## config.mk

```make
export PLATFORM = sky130hd
export DESIGN_NAME = prince_round_ctrl
export DESIGN_NICKNAME = d
export VERILOG_FILES = /design/src/rtl/prince_round_ctrl.sv
export SDC_FILE = /design/constraint.sdc
export NUM_CORES = 1
export LEC_CHECK = 0
export BUFFER_PORTS_ARGS = -buffer_cell sky130_fd_sc_hd__buf_4
export CORE_MARGIN = 2
export CORE_UTILIZATION = 45
export CTS_BUF_LIST = sky130_fd_sc_hd__clkbuf_4
export DETAILED_ROUTE_END_ITERATION = 16
export GPL_ROUTABILITY_DRIVEN = 1
export GPL_TIMING_DRIVEN = 0
export HOLD_SLACK_MARGIN = 0.12
export PLACE_DENSITY = 0.66
export SYNTH_ARGS = -nofsm -noshare
export SYNTH_HDL_FRONTEND = slang
export SYNTH_SLANG_ARGS = --single-unit
```

## constraint.sdc

```tcl
create_clock -name clk -period 4.19 [get_ports clk]
set_input_delay 0.2095 -clock clk [delete_from_list [all_inputs] [get_ports clk]]
set_output_delay 0.2095 -clock clk [all_outputs]
set_load 0.03 [all_outputs]
```

## src/rtl/prince_round_ctrl.sv

```systemverilog
// Round scheduler for the round-based, first-order masked PRINCE core.
// Drives the shared state register, masked S-box pipeline and linear-layer mux.
module prince_round_ctrl #(
    parameter int SBOX_LAT    = 2,
    parameter int HALF_ROUNDS = 5
) (
    input  logic       clk,
    input  logic       rst,
    input  logic       start,
    input  logic       rnd_valid,
    output logic       busy,
    output logic       done,
    output logic       load_en,
    output logic       state_en,
    output logic [1:0] lin_sel,
    output logic       rc_en,
    output logic [3:0] rc_idx,
    output logic       sbox_start,
    output logic       sbox_inv,
    output logic       out_en
);

    typedef enum logic [2:0] {IDLE, LOAD, SB_WAIT, LIN, FINAL} state_e;
    typedef enum logic [1:0] {FWD, MID1, MID2, BWD} phase_e;

    localparam logic [3:0] LAT_LAST  = 4'(SBOX_LAT - 1);
    localparam logic [3:0] FWD_LAST  = 4'(HALF_ROUNDS);
    localparam logic [3:0] BWD_FIRST = 4'(HALF_ROUNDS + 1);
    localparam logic [3:0] BWD_LAST  = 4'(2 * HALF_ROUNDS);

    state_e     state_q, state_d;
    phase_e     phase_q, phase_d;
    logic [3:0] round_q, round_d;
    logic [3:0] lat_q, lat_d;

    logic sbActive;

    // The launch cycle only counts once randomness is present; later cycles always count.
    assign sbActive = (state_q == SB_WAIT) && ((lat_q != 4'd0) || rnd_valid);

    always_comb begin
        state_d = state_q;
        phase_d = phase_q;
        round_d = round_q;
        lat_d   = lat_q;
        case (state_q)
            IDLE: begin
                if (start) state_d = LOAD;
            end
            LOAD: begin
                state_d = SB_WAIT;
                phase_d = FWD;
                round_d = 4'd1;
                lat_d   = 4'd0;
            end
            SB_WAIT: begin
                if (sbActive) begin
                    if (lat_q == LAT_LAST) begin
                        lat_d = 4'd0;
                        if (phase_q == BWD && round_q == BWD_LAST) begin
                            state_d = FINAL;
                        end else begin
                            state_d = LIN;
                            if (phase_q == MID2) begin
                                phase_d = BWD;
                                round_d = BWD_FIRST;
                            end else if (phase_q == BWD) begin
                                round_d = round_q + 4'd1;
                            end
                        end
                    end else begin
                        lat_d = lat_q + 4'd1;
                    end
                end
            end
            LIN: begin
                state_d = SB_WAIT;
                case (phase_q)
                    FWD: begin
                        if (round_q == FWD_LAST) phase_d = MID1;
                        else                     round_d = round_q + 4'd1;
                    end
                    MID1:    phase_d = MID2;
                    default: phase_d = phase_q;
                endcase
            end
            FINAL:   state_d = IDLE;
            default: state_d = IDLE;
        endcase
    end

    always_ff @(posedge clk) begin
        if (rst) begin
            state_q <= IDLE;
            phase_q <= FWD;
            round_q <= 4'd0;
            lat_q   <= 4'd0;
        end else begin
            state_q <= state_d;
            phase_q <= phase_d;
            round_q <= round_d;
            lat_q   <= lat_d;
        end
    end

    always_comb begin
        busy       = (state_q != IDLE);
        done       = (state_q == FINAL);
        out_en     = (state_q == FINAL);
        load_en    = (state_q == LOAD);
        state_en   = (state_q == LIN);
        sbox_start = (state_q == SB_WAIT) && (lat_q == 4'd0) && rnd_valid;
        sbox_inv   = sbActive && (phase_q == MID2 || phase_q == BWD);
        lin_sel    = 2'b00;
        rc_en      = 1'b0;
        rc_idx     = 4'd0;
        if (state_q == LOAD) begin
            rc_en = 1'b1;
        end else if (state_q == LIN) begin
            case (phase_q)
                FWD: begin
                    lin_sel = 2'b00;
                    rc_en   = 1'b1;
                    rc_idx  = round_q;
                end
                MID1: lin_sel = 2'b01;
                default: begin
                    lin_sel = 2'b10;
                    rc_en   = 1'b1;
                    rc_idx  = round_q;
                end
            endcase
        end else if (state_q == FINAL) begin
            rc_idx = 4'd11;
        end
    end

endmodule

```

# After elaboration in Yosys (flattened, before gate mapping)
# Index checks and enable logic that the tools add are counted.
# totals
mem_count	0
out_inout_bits	14
rom_bits	0
mem_bits_rw	0
wordCells	78
input_bits	4
latch_bits	0
ff_bits	13
# op_classes
shift	0
bitwise_logic	0
eq_ne	20
n_div	0
n_mux	33
addsub	2
n_mul	0
n_lt_le_gt_ge	0
n_reduce_logical	19
# op_table
cell	count
two-way mux 4 bit	13
two-way mux 2 bit	7
AND reduction 7 bit	2
two-way mux 3 bit	4
case mux 4 bit (3 select lines)	1
case mux 3 bit (3 select lines)	1
adder 4 x 1 -> 4 bit (second input constant)	2
inequality test 2 bit (second input constant)	4
case mux 2 bit (2 select lines)	2
case mux 4 bit (2 select lines)	1
== test 3 x 2 -> 1 bit (second input constant)	2
inequality test 2 x 1 -> 1 bit (second input constant)	3
inequality test 3 x 1 -> 1 bit (second input constant)	2
case mux 2 bit (3 select lines)	1
nonzero test 3 bit	2
logical AND 1 bit	5
== test 2 bit (second input constant)	2
== test 4 x 1 -> 1 bit (second input constant)	1
== test 4 x 3 -> 1 bit (second input constant)	1
== test 4 bit (second input constant)	1
zero test 4 bit	1
nonzero test 4 bit	1
== test 3 x 1 -> 1 bit (second input constant)	1
== test 3 bit (second input constant)	1
other kinds (10)	13

# Depth between registers and ports, before layout
# depth
ltp_word	7
depth_mapped	6
depth_no_buf	6

# Least setup slack after synthesis
# No wires, ideal clock.
# synth_timing
kind	register to output
startpoint	register state_q[2]
endpoint	output port out_en
required_time_ns	3.980
path_buffers	2
t_arrival_ns	1.956
slack_ns	2.025
path_stages_with_launch	4
cell_sequence	dfxtp_1 > clkbuf_1 > nor3b_1 > buf_4
# synth_via
elab_chain_len	1
# synth_lines
element	line_no	rtl
start, declared	31	state_e state_q, state_d;
start signal, assigned	99	state_q <= state_d;
== test 3 bit	-	
end, declared	20	output logic out_en
# No other way between the ends.

# Worst setup path in the final report
# layout_timing
startpoint	register state_q[2]
endpoint	output port sbox_start
# layout_via
elab_chain_len	3
# layout_lines
element	line_no	rtl
== test 3 x 2 -> 1 bit	112	sbox_start = (state_q == SB_WAIT) && (lat_q == 4'd0) && rnd_valid;
logical AND 1 bit (2 in a row)	112	
end, declared	18	output logic sbox_start,
# No other way between the ends.

==> impl_metrics.ini <==
[outcome]
outcome = completed

[synthesis]
synth_flop_cell = dfxtp_1
syn_avg_cell_area_um2 = 8.02
yosysTopAreaCellShare = 0.275
ys_warn_count = 0
synth_seq_cells = 13
synth.largest_area_cell = dfxtp_1
syn_nets = 125
synth_area_leaders = dfxtp_1 (28%), ha_1 (4.0%), nand2_1 (4.0%), a21oi_1 (3.7%), nor3_1 (3.7%)
seq_area_frac_synth = 0.275
yosysUniqueCellTypes = 46
syn-cell-area_um2 = 946
synth-edff-count = 0
synthArstFlopShare = 0
synth_cells = 118

[cells_and_area]
nets = 147
final_common_cell = buf_4
finalNonFillerCells = 166
drive_above_1_share = 0.230
area_growth_pct = 20.0
fillers = 189
final_cell_mix = buf_4 (19), dfxtp_1 (13), nand2_1 (10)
num_antenna_cells = 0

[global_routing]
grt_max_degree = 11
grt_first_pass_wirelength_um = 3820
antenna_found_initial = 0
grt_overflow_total = 0
grt_use_total = 0.202
grt_pass1_vias = 824

[timing]
fin_worst_skew_ns = 0.00331
rsz0062_at_grt = no
final.period_utilization = 0.511
finalCriticalPeriod_ns = 2.14
finalSetupViolCount = 0
slew_viol_final = 0
finalHoldViolations = 0
fmax_mhz = 467
slew-limit-headroom = 0.466
tightest_slew_ns = 0.790
setup-tns-final_ns = 0

[clock_tree]
clk_latency_ns = 0.28
clockBufferDepth = 2
clkTransAtPathRegs_ns = 0.09
postCtsSetupBuffers = 0
cts_inserted_buffers = 3
clock-sinks = 13
postCtsHoldBufs = 0
clock-root-buffer = clkbuf_4
cts_max_level = 1
ctsResizeCount = 0
cts_tree = built

[power_and_ir_drop]
vdd_drop_max_v = 0.000174
swShare = 0.320
p_int_uw = 191
p_seq_frac = 0.473
switchingPower_uw = 89.8
combPwrFrac = 0.234
power_density_nw_per_um2 = 247
p_clk_frac = 0.293
p_leak_uw = 0.000487

[routing]
routed_wl_um = 2290
vias_per_cell = 5.78
ant_nets = 0
drtPass1Iterations = 5
wl_met1_um = 1140
dr.max_layer_used = met4
drc_errors = 0
drt-initial-drc-count = 24
vias = 960
met3RoutedLength_um = 136
wire_per_inst_um = 13.8
wl_met2_um = 998

[worst_setup_path]
critPathArrivalTime_ns = 1.93
r2r_start = lat_q[0]
path_cells = clkbuf_1 -> nor3b_1 -> nand2_1 -> nor3_1 -> buf_4
critical_path.max_stage_delay_ns = 0.60
required_ns = 3.98
end_kind = output pin
worstSetupPathType = register to output pin
r2r_cells = 5
r2r_end = round_q[0]
r2r_slack_ns = 2.14
slowest_stage = nor3b_1
worstPathMaxFanout = 10
start_kind = register

[worst_hold_path]
min-delay-start = start
min_path_type = input port to register
hold_path_end = state_q[0]
hold_depth = 3

[placed_design]
io_buffers = 17
dpl.hpwl_um = 1720
placed_cells = 162
place.gp.congestion = 0.823

[floorplanning]
die_x_um = 49.8
die_area_um2 = 2480
start_util = 0.477
coreArea_um2 = 1980
rows = 16
num_io_pins = 18
die_h_um = 49.8

[job]
drv_cap = 0
-- per-layer routing --
layer | vias to the layer above | track usage
li1 | 477 | -
met1 | 451 | 0.289
met2 | 30 | 0.284
met3 | 2 | 0.0606
met4 | 0 | 0.0694
met5 | - | 0
-- cell type report --
cell class	instances	area [um2]	share of cell area
multi-input combinational	89	607	0.535
buffer	9	52.6	0.0463
tap	27	33.8	0.0298
inverter	7	26.3	0.0232
clock buffer	3	22.5	0.0198
timing repair buffer	17	128	0.112
clock inverter	1	5.00	0.00441
sequential	13	260	0.229
-- power by group through the flow --
stage	registers, uW	clock network, uW	logic (uW)
CTS	133	87.2	65.3
detailed placement	136	0	65.1
finish	133	82.2	65.7
global route	134	88.9	72.3
global placement	135	0	64.6
floorplan	134	0	49.0
-- sequential cells by signal (all words and copies together) (netlist names) --
register and count:
lat_q 4, phase_q 2, round_q 4, state_q 3
-- worst max-delay path: cells and delay by family (launching register included) --
family | cells | cell delay [ns]
flip-flops | 1 | 0.37
buffers and inverters | 2 | 0.41
AND/OR/NAND/NOR | 3 | 0.86
-- Yosys cell counts (3+ instances only) --
cell type,count
xnor2_1,3
nor4_1,3
inv_1,7
a21oi_1,7
nor3b_1,4
nand3_1,4
a21o_1,3
dfxtp_1,13
clkbuf_1,3
nor2_1,5
and3_1,3
ha_1,3
nor3_1,7
nand2_1,10
o21ai_0,4
-- cell families (layout without fill, tap and decap cells) --
group	count (synthesis)	after routing	share of synthesized area
AOI/OAI and AO/OA	29	29	0.220
xor gates and xnor gates	3	3	0.0278
adders and majority gates	3	3	0.0397
buffers and inverters	16	37	0.0833
DFF	13	13	0.275
muxes	2	2	0.0212
and+or+nand+nor	52	52	0.333
-- stage by stage --
step                      total power (uW)  cell area [um2]  utilization  hold WS, ns  worst slack (ns)
after floorplan                        183              946            -        0.424              2.02
after global placement                 200             1110        0.559        0.508              2.23
after detailed placement               201             1110        0.559        0.525              2.22
after CTS                              285             1130        0.573        0.248              2.04
after global routing                   295             1130        0.573        0.253              1.81
final                                  281             1130        0.573        0.253              2.05
-- worst max path at each step --
stage,endpoint,cells past startpoint,startpoint
floorplan,out_en,3,state_q[2]
global placement,round_q[0],5,lat_q[0]
detailed placement,round_q[0],5,lat_q[0]
CTS,out_en,4,state_q[2]
global route,sbox_start,5,state_q[2]
finish,sbox_start,5,state_q[2]
No activity file was read; power rests on OpenSTA's default activity.
